<file path="src/rtl/fetch_prefetch_unit.sv">
// Instruction fetch stage: owns the fetch PC, issues held memory requests and buffers
// {pc, instruction} pairs in a DEPTH-entry FIFO toward decode. Optional macro: FETCH_BYPASS_EN.
module fetch_prefetch_unit #(
   parameter int unsigned          XLEN     = 32,
   parameter int unsigned          DEPTH    = 4,
   parameter logic [XLEN-1:0]      RESET_PC = '0
) (
   input  logic            clk,
   input  logic            rst,
   input  logic            load,
   input  logic            valid,
   input  logic [XLEN-1:0] instruction,
   input  logic            Branch,
   input  logic            Jal,
   input  logic            Jalr,
   input  logic [XLEN-1:0] res_o,
   input  logic            instr_ready,
   output logic            mem_request,
   output logic [XLEN-1:0] mem_addr,
   output logic            we_re,
   output logic [3:0]      mask,
   output logic            instr_valid,
   output logic [XLEN-1:0] instr_out,
   output logic [XLEN-1:0] instr_pc,
   output logic [XLEN-1:0] pre_address
);

   localparam int unsigned     AW    = $clog2(DEPTH);
   localparam logic [AW:0]     FULL  = (AW+1)'(DEPTH);
   localparam logic [XLEN-1:0] FOUR  = XLEN'(4);
   localparam logic [XLEN-1:0] ALIGN = XLEN'(3);

   typedef enum logic [1:0] {IDLE, BUSY, DISCARD} state_t;

   state_t          state;
   logic [XLEN-1:0] pc;
   logic [AW:0]     count;
   logic [AW:0]     count_next;
   logic [AW-1:0]   rd_ptr;
   logic [AW-1:0]   wr_ptr;
   logic [XLEN-1:0] pc_mem  [DEPTH];
   logic [XLEN-1:0] ins_mem [DEPTH];

   logic            redirect;
   logic [XLEN-1:0] target;
   logic            fifo_nonempty;
   logic            bypass;
   logic            push;
   logic            pop;
   logic            accept;

   assign we_re = 1'b0;
   assign mask  = 4'b1111;

   always_comb begin
      redirect      = Branch | Jal | Jalr;
      target        = res_o & ~ALIGN;
      fifo_nonempty = (count != '0);
`ifdef FETCH_BYPASS_EN
      bypass        = !fifo_nonempty && (state == BUSY) && valid && instr_ready && !redirect;
`else
      bypass        = 1'b0;
`endif
      // A response is accepted either into the FIFO or straight through the bypass path.
      accept        = (state == BUSY) && valid && !redirect;
      push          = accept && !bypass;
      pop           = fifo_nonempty && instr_ready && !redirect;
      count_next    = count + {{AW{1'b0}}, push} - {{AW{1'b0}}, pop};
      instr_valid   = (fifo_nonempty || bypass) && !redirect;
      instr_out     = bypass ? instruction : ins_mem[rd_ptr];
      instr_pc      = bypass ? pc : pc_mem[rd_ptr];
      pre_address   = instr_pc + FOUR;
   end

   always_ff @(posedge clk or negedge rst) begin
      if (!rst) begin
         state       <= IDLE;
         pc          <= RESET_PC;
         mem_addr    <= RESET_PC;
         mem_request <= 1'b0;
         count       <= '0;
         rd_ptr      <= '0;
         wr_ptr      <= '0;
      end else begin
         if (redirect) begin
            pc     <= target;
            count  <= '0;
            rd_ptr <= '0;
            wr_ptr <= '0;
         end else begin
            count <= count_next;
            if (push) wr_ptr <= wr_ptr + AW'(1);
            if (pop)  rd_ptr <= rd_ptr + AW'(1);
         end

         case (state)
            IDLE: begin
               if (!redirect && !load && (count < FULL)) begin
                  state       <= BUSY;
                  mem_request <= 1'b1;
                  mem_addr    <= pc;
               end
            end
            BUSY: begin
               if (redirect) begin
                  // The in-flight response can't be cancelled; swallow it in DISCARD.
                  if (valid) begin
                     state       <= IDLE;
                     mem_request <= 1'b0;
                  end else begin
                     state <= DISCARD;
                  end
               end else if (valid) begin
                  pc <= pc + FOUR;
                  if ((count_next < FULL) && !load) begin
                     mem_addr <= pc + FOUR;
                  end else begin
                     state       <= IDLE;
                     mem_request <= 1'b0;
                  end
               end
            end
            DISCARD: begin
               if (valid) begin
                  state       <= IDLE;
                  mem_request <= 1'b0;
               end
            end
            default: begin
               state       <= IDLE;
               mem_request <= 1'b0;
            end
         endcase
      end
   end

   always_ff @(posedge clk) begin
      if (push) begin
         pc_mem[wr_ptr]  <= pc;
         ins_mem[wr_ptr] <= instruction;
      end
   end

endmodule
</file>
<file path="config.mk">
export PLATFORM = sky130hd
export DESIGN_NAME = fetch_prefetch_unit
export DESIGN_NICKNAME = d
export VERILOG_FILES = /design/src/rtl/fetch_prefetch_unit.sv
export SDC_FILE = /design/constraint.sdc
export NUM_CORES = 1
export LEC_CHECK = 0
export CORE_UTILIZATION = 54
export DETAILED_ROUTE_END_ITERATION = 12
export PLACE_DENSITY = 0.84
export SLEW_MARGIN = 20
export SYNTH_ARGS = -nofsm -noshare
export SYNTH_HDL_FRONTEND = slang
export SYNTH_SLANG_ARGS = --single-unit
</file>
<file path="constraint.sdc">
create_clock -name clk -period 4 [get_ports clk]
set_input_delay 0.4 -clock clk [delete_from_list [all_inputs] [get_ports clk]]
set_output_delay 0.4 -clock clk [all_outputs]
set_load 0.03 [all_outputs]
</file>
==> results_dict.tcl <==
set metrics [dict create \
    stdcell_area_um2 17410 \
    max_freq_ghz 0.2600 \
    grtUsageTotal_pct 23.29 \
    power_per_standard_cell_area_nw_per_um2 434.5 \
    path_depth 8 \
    report.final.setup_viol 0 \
    grt_residual_overflow 0 \
    power.leakage_uw 0.005946 \
    crit_chain "buf_4 > buf_4 > mux4_2 > and4_4 > and3_1 > nand3_1 > xnor2_1 > clkdlybuf4s50_1" \
    placed_area_um2 16210 \
    cts_buffers 31 \
    share_of_synthesized_flip_flops_with_an_asynchronous_set_or_reset_pct 22.42 \
    timing.final.ws_setup_ps 153.9 \
    cts_buffer_depth 3 \
    timing.critical_path.slowest_stage_cell "clkdlybuf4s50_1" \
    final_min_period_over_clock_period_pct 96.15 \
    drcViolationCount 0 \
    synth_cells 861 \
    rsz0062_at_grt "false" \
    cp_common_cell "buf_4" \
    path_delay_family "buffers and inverters" \
    port-buffer-count 199 \
    drt-total-wl_um 29980 \
    synth_sequential_area_ratio_pct 69.03 \
    final.min_clock_period_ps 3846 \
    clock-sinks 330 \
    clock_tree_from_tritoncts "built" \
    hold_viol_final 21 \
    worst_ep_arrival_time_ps 3450 \
    syn_avg_cell_area_um2 16.05 \
    synthesis_stage_register_bit_count 330 \
    grt_pass1_wl_um 46680 \
    detail_route.vias_per_cell 5.704 \
    clk_latency_ps 560 \
    slowest_delay_ps 690 \
    dp_cells 1360 \
    synth_adder_area_share_pct 0.8693 \
    tightest_slew_ps 944.6 \
    synth_xor_area_share_pct 5.424 \
    drtPass1Iterations 5 \
    start_kind "register" \
    grt_pass1_vias 8367 \
    yosys.cell_types.count 48 \
    synth-warning-count 0 \
    vias 8134 \
    drt-initial-drc-count 557 \
    holdCritPathClass "in -> async" \
    total_negative_setup_slacks_ps 0 \
    initial_core_util_pct 55.03 \
    setup.worst_path.class "reg -> out" \
    cts-htree-levels 1 \
    yosys.area_share.simple_pct 9.163 \
    count_of_flip_flops_with_a_built_in_enable_after_synthesis 256 \
    antenna_found_initial 0 \
    crit_path_end_kind "primary output" \
    ff2ff_path_depth 13 \
    critical_path.max_fanout 15 \
    final-max-slew-violation-count 0 \
    antenna_cells_inserted 0 \
    multiplexer_share_of_the_synthesized_area_pct 10.59 \
    floorplan.core_area_um2 25110 \
    stdcell_count 1426 \
    placementRows 58 \
    placement.setup.worst_slack_ps 220.7 \
    outcome "complete, but fails checks" \
    failed_checks "hold timing" \
    critical_path.n_buffers_inverters 3 \
    design.die.area_um2 26230 \
    grt_start_max_net_pins 75 \
    place.detailed.hpwl_um 19100 \
    final.setup_skew_ps 17.51 \
    floorplan.die.height_um 162.0 \
    cts-root-buf "clkbuf_16" \
    chipWidth_um 162.0 \
    post_route_cells_drive_above_1_share_pct 15.60 \
    timing.max_cap.violations 0 \
    postSynth.topFlopCell "edfxtp_1" \
    clkSlewWorstSetupHoldPaths_ps 70 \
    vdd_drop_max_v 0.0003466 \
    wl_per_cell_um 21.02 \
    flow.area_growth_from_synthesis_pct 25.97 \
    design.final.nets 1153 \
    hold_ws_ps -35.23 \
    synth_top_family_by_area "multiplexers" \
    ios 207 \
    required_ps 3600 \
    ant_nets 0 \
    synth_compound_area_share_pct 2.744 \
    gp_congestion 0.8298 \
    mappedNetlistArea_um2 13820 \
    worst_slew_margin_rel_pct 37.03 \
    filler_cell_count 1679 \
]
-- placed cells by master (no fill, tap or decap), types with 3 or more instances in the layout --
cell | Yosys | routed
a21oi_1 | 33 | 33
a31oi_1 | 6 | 6
and2_1 | 9 | 9
and3_1 | 9 | 5
and3_2 | 0 | 4
and4_1 | 7 | 7
buf_12 | 0 | 7
buf_4 | 9 | 23
bufinv_16 | 0 | 4
clkbuf_16 | 0 | 31
clkbuf_8 | 0 | 6
clkdlybuf4s50_1 | 0 | 183
clkinv_2 | 0 | 6
clkinvlp_4 | 0 | 7
conb_1 | 2 | 5
dfrtp_1 | 74 | 72
dlymetal6s2s_1 | 0 | 14
edfxtp_1 | 256 | 256
ha_1 | 8 | 8
inv_1 | 6 | 6
mux4_2 | 64 | 64
nand2_1 | 61 | 61
nand3_1 | 25 | 25
nand4_1 | 23 | 23
nor2_1 | 52 | 52
nor3_1 | 14 | 13
nor4_1 | 11 | 11
o21ai_0 | 26 | 26
o21ai_1 | 3 | 3
or3_1 | 7 | 6
xnor2_1 | 51 | 51
xor2_1 | 32 | 32
-- report_power, final --
| part | internal (µW) | switching (µW) | leakage [µW] |
|---|---|---|---|
| clock | 1790 | 1240 | 0.000513 |
| sequential | 3810 | 122 | 0.00317 |
| combinational | 266 | 339 | 0.00226 |
| total | 5860 | 1700 | 0.00595 |
-- final cells by class --
class / count / area, µm² / share of cell area [%]
Sequential cell: 330 / 9547 / 54.84
Tap cell: 330 / 412.9 / 2.372
Timing Repair Buffer: 228 / 2328 / 13.38
Inverter: 6 / 22.52 / 0.1294
Clock inverter: 19 / 215.2 / 1.236
Multi-Input combinational cell: 475 / 4019 / 23.09
Clock buffer: 38 / 862.1 / 4.953
-- state kept, by name, summed over array words and instances, names as in the netlist --
name and flops:
pc_mem 128, ins_mem 128, rd_ptr 2, mem_request 1, wr_ptr 2, pc 32
count 3, mem_addr 32, state 2
-- per-stage QoR --
| step | hold slack (ps) | utilization [%] | power [µW] |
|---|---|---|---|
| after floorplan | 104.4 | - | 4272 |
| after global placement | 501.3 | 64.56 | 4580 |
| after detailed placement | 520.7 | 64.56 | 4594 |
| after CTS | 16.48 | 68.95 | 7610 |
| after global routing | 52.58 | 69.32 | 7796 |
| final | -35.23 | 69.32 | 7562 |
-- routing by layer --
| layer | routed length (µm) | share of wire (%) | global-route usage, % | vias to the layer above |
|---|---|---|---|---|
| met2 | 14350 | 48 | 37.65 | 344 |
| met4 | 544 | 1.8 | 5.875 | 0 |
| met3 | 2276 | 7.6 | 3.320 | 42 |
| li1 | - | - | - | 3697 |
| met5 | 0 | 0 | 0 | - |
| met1 | 12810 | 43 | 33.68 | 4051 |
-- path summary, 6_finish.rpt --
kind                             start              end  slack (ps)
setup / recovery             rd_ptr[1]  pre_address[21]         150
hold / removal                     rst     mem_addr[30]         -40
setup reg to reg              count[2]      mem_addr[0]         580
hold reg to reg            mem_addr[1]      mem_addr[1]         530
max in group asynchronous          rst        rd_ptr[1]        3290
min in group clk             res_o[26]           pc[26]         380
-- synthesized netlist by cell type (2+ instances only) --
| master | count | area (µm²) |
|---|---|---|
| or4_1 | 2 | 15.01 |
| buf_2 | 14 | 70.07 |
| mux2_2 | 2 | 22.52 |
| or3_1 | 7 | 43.79 |
| nor2_1 | 52 | 195.2 |
| conb_1 | 2 | 7.510 |
| clkbuf_1 | 24 | 90.09 |
| o21ai_0 | 26 | 130.1 |
| nor3_2 | 2 | 20.02 |
| buf_1 | 3 | 11.26 |
| xnor2_1 | 51 | 446.7 |
| nor4_1 | 11 | 68.82 |
| o21ai_1 | 3 | 15.01 |
| a31oi_1 | 6 | 37.54 |
| nor3_1 | 14 | 70.07 |
| nand2_1 | 61 | 229.0 |
| inv_1 | 6 | 22.52 |
| xor2_1 | 32 | 280.3 |
| dfrtp_1 | 74 | 1852 |
| nand4_1 | 23 | 143.9 |
| nand3_2 | 2 | 20.02 |
| buf_4 | 9 | 67.56 |
| a21oi_1 | 33 | 165.2 |
| nor2b_1 | 2 | 12.51 |
| and3_1 | 9 | 56.30 |
| nand3_1 | 25 | 125.1 |
| edfxtp_1 | 256 | 7687 |
| nand4_4 | 2 | 42.54 |
| and4_1 | 7 | 61.31 |
| mux4_2 | 64 | 1441 |
| o211ai_1 | 2 | 15.01 |
| nand2b_1 | 2 | 12.51 |
| nand3b_1 | 2 | 15.01 |
| and4_4 | 2 | 22.52 |
| ha_1 | 8 | 100.1 |
| and2_1 | 9 | 56.30 |
-- kinds of logic after synthesis --
kind of cell | Yosys count
other | 2
buffers and inverters | 59
AND/OR/NAND/NOR | 239
multiplexers | 66
XOR/XNOR | 84
adder cells (fa/ha/maj) | 9
flip-flops | 330
AO/OA/AOI/OAI | 72
-- timing repair --
action,CTS,global route
hold buffers,0,0
gates cloned,0,0
setup buffers,1,8
setup endpoints to repair,17,15
gates resized for setup,4,14
pin swaps,1,0
Power figures use the tool's default switching activity.
